==> src/rtl/decode_hazard_ctrl.sv <==
// Decode-stage sequencing controller: load-use stall insertion, taken-branch flushes,
// memory-busy freeze and saturating stall/flush performance counters.
module decode_hazard_ctrl #(
  parameter int LOAD_LATENCY = 1,
  parameter int CNT_W        = 16
) (
  input  logic             clk,
  input  logic             rst,
  input  logic [4:0]       id_rs,
  input  logic [4:0]       id_rt,
  input  logic             id_uses_rt,
  input  logic             ex_mem_read,
  input  logic [4:0]       ex_rt,
  input  logic             mem_branch_taken,
  input  logic             mem_busy,
  output logic             pc_write,
  output logic             if_id_write,
  output logic             id_ex_bubble,
  output logic             if_id_flush,
  output logic             id_ex_flush,
  output logic             ex_mem_flush,
  output logic             pipe_hold,
  output logic             stalled,
  output logic [CNT_W-1:0] stall_cnt,
  output logic [CNT_W-1:0] flush_cnt
);

  typedef enum logic {
    RUN     = 1'b0,
    LDSTALL = 1'b1
  } state_t;

  localparam logic [2:0] REM_START = 3'(LOAD_LATENCY - 1);

  state_t           st_r;
  state_t           st_nxt_s;
  logic [2:0]       rem_r;
  logic [2:0]       rem_nxt_s;
  logic [CNT_W-1:0] stall_cnt_r;
  logic [CNT_W-1:0] flush_cnt_r;
  logic             hz_s;
  logic             stall_inc_s;
  logic             flush_inc_s;

  function automatic logic [CNT_W-1:0] sat_inc(input logic [CNT_W-1:0] v);
    if (&v) begin
      return v;
    end else begin
      return v + {{(CNT_W-1){1'b0}}, 1'b1};
    end
  endfunction

  // Load-use hazard; register 0 is hardwired so it can never carry a dependency.
  always_comb begin
    hz_s = 1'b0;
    if (ex_mem_read && (ex_rt != 5'd0) &&
        ((ex_rt == id_rs) || (id_uses_rt && (ex_rt == id_rt)))) begin
      hz_s = 1'b1;
    end else begin
      hz_s = 1'b0;
    end
  end

  // Control outputs and next state; priority is busy > branch > stall continuation > hazard.
  always_comb begin
    pc_write     = 1'b1;
    if_id_write  = 1'b1;
    id_ex_bubble = 1'b0;
    if_id_flush  = 1'b0;
    id_ex_flush  = 1'b0;
    ex_mem_flush = 1'b0;
    pipe_hold    = 1'b0;
    st_nxt_s     = st_r;
    rem_nxt_s    = rem_r;
    stall_inc_s  = 1'b0;
    flush_inc_s  = 1'b0;

    if (rst) begin
      st_nxt_s  = RUN;
      rem_nxt_s = 3'd0;
    end else if (mem_busy) begin
      pc_write    = 1'b0;
      if_id_write = 1'b0;
      pipe_hold   = 1'b1;
    end else begin
      case (st_r)
        RUN: begin
          if (mem_branch_taken) begin
            if_id_flush  = 1'b1;
            id_ex_flush  = 1'b1;
            ex_mem_flush = 1'b1;
            flush_inc_s  = 1'b1;
          end else if (hz_s) begin
            pc_write     = 1'b0;
            if_id_write  = 1'b0;
            id_ex_bubble = 1'b1;
            stall_inc_s  = 1'b1;
            if (LOAD_LATENCY > 1) begin
              st_nxt_s  = LDSTALL;
              rem_nxt_s = REM_START;
            end else begin
              st_nxt_s  = RUN;
              rem_nxt_s = 3'd0;
            end
          end else begin
            st_nxt_s = RUN;
          end
        end
        LDSTALL: begin
          if (mem_branch_taken) begin
            // The stalled instruction is being flushed, so the stall is dropped.
            if_id_flush  = 1'b1;
            id_ex_flush  = 1'b1;
            ex_mem_flush = 1'b1;
            flush_inc_s  = 1'b1;
            st_nxt_s     = RUN;
            rem_nxt_s    = 3'd0;
          end else begin
            pc_write     = 1'b0;
            if_id_write  = 1'b0;
            id_ex_bubble = 1'b1;
            stall_inc_s  = 1'b1;
            if (rem_r <= 3'd1) begin
              st_nxt_s  = RUN;
              rem_nxt_s = 3'd0;
            end else begin
              st_nxt_s  = LDSTALL;
              rem_nxt_s = rem_r - 3'd1;
            end
          end
        end
        default: begin
          st_nxt_s  = RUN;
          rem_nxt_s = 3'd0;
        end
      endcase
    end
  end

  // State, remaining-cycle counter and saturating performance counters.
  always_ff @(posedge clk) begin
    if (rst) begin
      st_r        <= RUN;
      rem_r       <= 3'd0;
      stall_cnt_r <= '0;
      flush_cnt_r <= '0;
    end else begin
      st_r  <= st_nxt_s;
      rem_r <= rem_nxt_s;
      if (stall_inc_s) begin
        stall_cnt_r <= sat_inc(stall_cnt_r);
      end else begin
        stall_cnt_r <= stall_cnt_r;
      end
      if (flush_inc_s) begin
        flush_cnt_r <= sat_inc(flush_cnt_r);
      end else begin
        flush_cnt_r <= flush_cnt_r;
      end
    end
  end

  assign stalled   = (st_r == LDSTALL);
  assign stall_cnt = stall_cnt_r;
  assign flush_cnt = flush_cnt_r;

endmodule

==> config.mk <==
export PLATFORM = sky130hd
export DESIGN_NAME = decode_hazard_ctrl
export DESIGN_NICKNAME = d
export VERILOG_FILES = /design/src/rtl/decode_hazard_ctrl.sv
export SDC_FILE = /design/constraint.sdc
export NUM_CORES = 1
export LEC_CHECK = 0
export ABC_AREA = 1
export CAP_MARGIN = 20
export CORE_AREA = 8 8 77 79
export DETAILED_ROUTE_END_ITERATION = 16
export DIE_AREA = 0 0 85 87
export PLACE_DENSITY = 0.8
export RECOVER_POWER = 100
export SYNTH_ARGS = -nofsm -noshare
export SYNTH_HDL_FRONTEND = slang
export SYNTH_SLANG_ARGS = --single-unit
==> constraint.sdc <==
create_clock -name clk -period 3.7 [get_ports clk]
set_input_delay 0.74 -clock clk [delete_from_list [all_inputs] [get_ports clk]]
set_output_delay 0.74 -clock clk [all_outputs]
set_load 0.02 [all_outputs]
; ---- Yosys cells after proc, flatten, opt, wreduce, memory -nomap -nowiden
; Cells that the tools add are included.
[word_totals]
output_inout_bits = 40
reg_bits = 36
input_bits = 21
[op_classes]
n_mux = 25
n_addsub = 3
n_lt_le_gt_ge = 1
reduce_logical = 10
n_bitwise = 4
eq_ne = 4
[ops]
columns = operator, n
row1 = $add A16 B1 Y16 const B, 2
row2 = $reduce_and A16 Y1, 2
row3 = $mux W1, 17
row4 = $mux W3, 4
row5 = $eq A5 B5 Y1, 2
row6 = $pmux W1 S2, 3
row7 = $pmux W3 S2, 1
row8 = $reduce_bool A5 Y1, 1
row9 = $ne A2 B2 Y1 const B, 2
row10 = $not A1 Y1, 4
row11 = $reduce_and A2 Y1, 2
row12 = $le A3 B1 Y1 const B, 1
row13 = $logic_and A1 B1 Y1, 3
row14 = $reduce_and A3 Y1, 1
row15 = $sub A3 B1 Y3 const B, 1
row16 = $logic_or A1 B1 Y1, 1

; ---- Depth between registers and ports, before layout
[depth]
ltp_word = 11
mapped_depth = 12

; ---- Worst setup path before layout
; Ideal clock, no wire load.
[synth_path]
path_type = input port to output port
start = in ex_rt[1]
end = out pc_write
path_slack_ns = 0.732
t_required_ns = 2.960
path_stages = 9
arrival_time_ns = 2.228
cell_sequence = inv_1 > nand4_1 > o21ai_0 > inv_1 > nand2_1 > a21oi_4 > buf_4 > o21ai_0 > buf_4
[synth_between]
elab_chain_len = 10
word_cells_on_any_way = 13
classes_between = eq/ne: 2 / mux: 6 / reduce/logical: 5
[synth_rtl]
columns = item, line_no
row1 = start: declaration, 13  ; input logic [4:0] ex_rt,
row2 = $eq A5 B5 Y1, 57  ; ((ex_rt == id_rs) || (id_uses_rt && (ex_rt == id_rt)))) begin
row3 = $logic_and A1 B1 Y1, 57
row4 = $logic_or A1 B1 Y1, 57
row5 = $logic_and A1 B1 Y1 (*), 56  ; if (ex_mem_read && (ex_rt != 5'd0) &&
row6 = $mux W1 (*), 56
row7 = $mux W1 (*) (2 in series), --
row8 = $pmux W1 S2 (*), --
row9 = $mux W1 (*) (2 in series), --
row10 = end: declaration, 16  ; output logic pc_write,
; Mark *: on every way between the ends. The rest lies on a longest branch, timed or not.

; ---- Worst setup path in the final report
[layout_path]
start = in rst
end = out if_id_flush
[layout_between]
elab_chain_len = 1
[layout_rtl]
columns = item, line_no
row1 = start: declaration, 8  ; input logic rst,
row2 = $mux W1, 78  ; if (rst) begin
row3 = end: declaration, 19  ; output logic if_id_flush,
; Every way passes these cells.

==> reports/results.txt <==
Status = finished clean
Height of the die = 87 um
WP data arrival = 2.76 ns
Met1 WL = 2.714 mm
Synth Register Bits = 36
Clock Pin Slew Worst Setup and Hold Paths = 0.07 ns
Mean post-synth cell area = 6.856 um2
Synth-to-layout area growth = 26.95%
Residual DRC = 0
Layout cells sized above 1 = 8.845%
DP Area = 2995 um2
First-pass GRT wire length = 9.901 mm
Final nets = 431
Via density = 5.177
CTS tree = yes
Critical Path Start Type = primary input
TritonRoute pass-1 iters = 4
Avg WL per Cell = 12.40 um
Io pins = 61
Sequential share of power = 51.1%
Hpwl dp = 4.446 mm
Starting density of the core = 49.23%
NetSw = 0.1870 mW
Die Width = 85 um
Hold Startpoint = flush_cnt[15]
Antenna violations before repair = 0
Worst Setup SP = rst
Grt total ovfl = 0
Setup repair bufs after CTS = 0
CTS Buffer Depth = 2
Logic gate share of total power = 10.6%
Post-cts resize count = 0
RSZ-0062 raised after global routing = false
Internal power = 0.5767 mW
Largest net degree at the start of global routing = 18
EDFF count, synth = 0
Area contributors post-synth = dfxtp_1 (30%), nand2_1 (13%), inv_1 (6.4%), nor2_1 (5.3%), nand4_1 (5.0%)
1st-iter DRT viols = 132
Sw frac = 24.48%
Measured slew at the worst slew-check pin = 0.9181 ns
CP Cell Sequence = dlygate4sd3_1 > clkbuf_1 > nor2_4 > nand2_1 > inv_1 > dlygate4sd3_1
IO Port Bufs = 60
CP required = 2.96 ns
Post-synth top cells = nand2_1 (83), inv_1 (41), dfxtp_1 (36), nor2_1 (34), nand4_1 (19)
Seq/Total Area, Yosys = 30.20%
Final hold vios = 0
DRT Wirelength = 5.739 mm
Worst Hold Class = flop to flop
ANT nets after route = 0
Async S/R FF share, synth = 0%
Predominant post-synthesis flop cell = dfxtp_1
Routed wl met3 = 314 um
Slowest stage delay, CP = 0.65 ns
Max layer used = met4
# Max-Cap Violations = 0
TNS Setup = 0 ns
Cts-stage hold buffer count = 0
Period utilization = 94.55%
Crit. End Element = output port
Skew final = 0.006032 ns
Critical path type = primary input to output port
Share of the synthesized area in the top cell type = 30.20%
Most frequent cell on the critical path = dlygate4sd3_1
H-Tree Depth = 2
Synthesis warning total = 0
CP max FO = 13
Leak pwr = 1.303 nW
Total GRT Usage = 15.95%
Final Critical Period = 3.498 ns
Slew margin rel. = 38.61%
Syn_nets = 373
ANT cells = 0
Clock power frac = 38.3%
Num rows = 26
Vias in the first global route = 2303
Total CTS buffers = 5
Netlist cell types = 36
Fmax achieved = 285.9 MHz
Vias = 2397
Total core area = 4847 um2
Post-synth top area cell = dfxtp_1
Worst skew pair latency = 0.29 ns
Final Setup Violations = 0
FF-to-FF Start = stall_cnt[0]
Synth Instances = 348
Root Driver = clkbuf_8
Die ar. = 7395 um2
PD cells = 252.1 nW/um2
Most common cell in the netlist = nand2_1
Peak supply drop = 0.1582 mV
CP max stage cell = dlygate4sd3_1
Register-to-Register Setup Slack = 1.35 ns
Max Slew Vio Count = 0
Mapped cell area = 2386 um2
Final GP Congestion = 0.9116
Clock Sinks = 36
Post-route cell area = 3029 um2
WL met2 = 2.628 mm
==> cell families after synthesis <==
group           synth area share [%]
xor+xnor                       6.974
compound gates                 10.80
flops                          30.20
buf+inv                        10.75
fa+ha+maj                      2.098
simple gates                   39.17
==> worst paths after layout <==
| path | end | cells past startpoint |
|---|---|---|
| max | if_id_flush | 6 |
| min reg2reg | flush_cnt[15] | 2 |
| max reg2reg | stall_cnt[6] | 9 |
| min | flush_cnt[15] | 2 |
==> per-layer routing <==
metal | vias up | track usage (%)
met2 | 58 | 26.99
met5 | - | 0
met4 | 0 | 6.149
met3 | 9 | 4.057
li1 | 1245 | -
met1 | 1085 | 18.83
==> worst max-delay path, delay by kind of cell <==
family	cells	cell delay (ns)
buffers and inverters	4	1.89
AND/OR/NAND/NOR	2	0.13
==> flip-flops by register name, indices dropped and copies added (netlist names) <==
register and flops:
flush_cnt 16, stall_cnt 16, rem_r 3, stalled 1
==> final cells by class <==
type	instances	area (um2)
Inverter	44	165.2
Fill cell	456	1818
Timing Repair Buffer	64	620.6
Sequential cell	36	720.7
Multi-Input combinational cell	255	1359
Clock inverter	1	7.507
Tap cell	56	70.07
Clock buffer	7	86.33
==> metrics by stage <==
step	setup slack, ns	util (%)	cells	hold WS, ns	power [mW]
5_1_grt	0.01404	62.49	463	0.5278	0.7939
6_report	0.2018	62.49	463	0.4831	0.7637
3_3_place_gp	0.2472	61.80	455	0.4748	0.4839
2_1_floorplan	0.7319	-	348	0.4671	0.4454
3_5_place_dp	0.2377	61.80	455	0.4727	0.4848
4_1_cts	0.2253	63.73	463	0.4842	0.7773
==> power groups by stage <==
| stage | Combinational (mW) | Sequential (mW) | Clock [mW] |
|---|---|---|---|
| global placement | 0.0850 | 0.399 | 0 |
| floorplan | 0.0455 | 0.400 | 0 |
| detailed placement | 0.0859 | 0.399 | 0 |
| global route | 0.0905 | 0.390 | 0.313 |
| finish | 0.0813 | 0.390 | 0.292 |
| CTS | 0.0864 | 0.390 | 0.301 |
==> cells in the final DEF, fill, tap and decap left out <==
master and count:
nand4_1 20, a211oi_1 2, a21oi_1 20, nor3_1 11, o21bai_1 1, xnor2_1 7, nand2_1 84, clkinvlp_4 1
ha_1 4, nand2_4 1, inv_2 2, nand3_1 18, clkbuf_1 3, nand3b_1 2, a31oi_1 1, clkdlybuf4s50_1 21
clkbuf_2 1, nand4_2 1, o21a_1 1, nor2_4 3, clkbuf_8 6, nor2_1 35, xor2_1 12, nor2_2 3
nor3_4 1, nand2_2 9, dlygate4sd3_1 39, inv_1 42, o21ai_0 9, nor4_1 3, buf_4 1, dfxtp_1 36
a21oi_2 7
No activity file was read; power rests on OpenSTA's default activity.
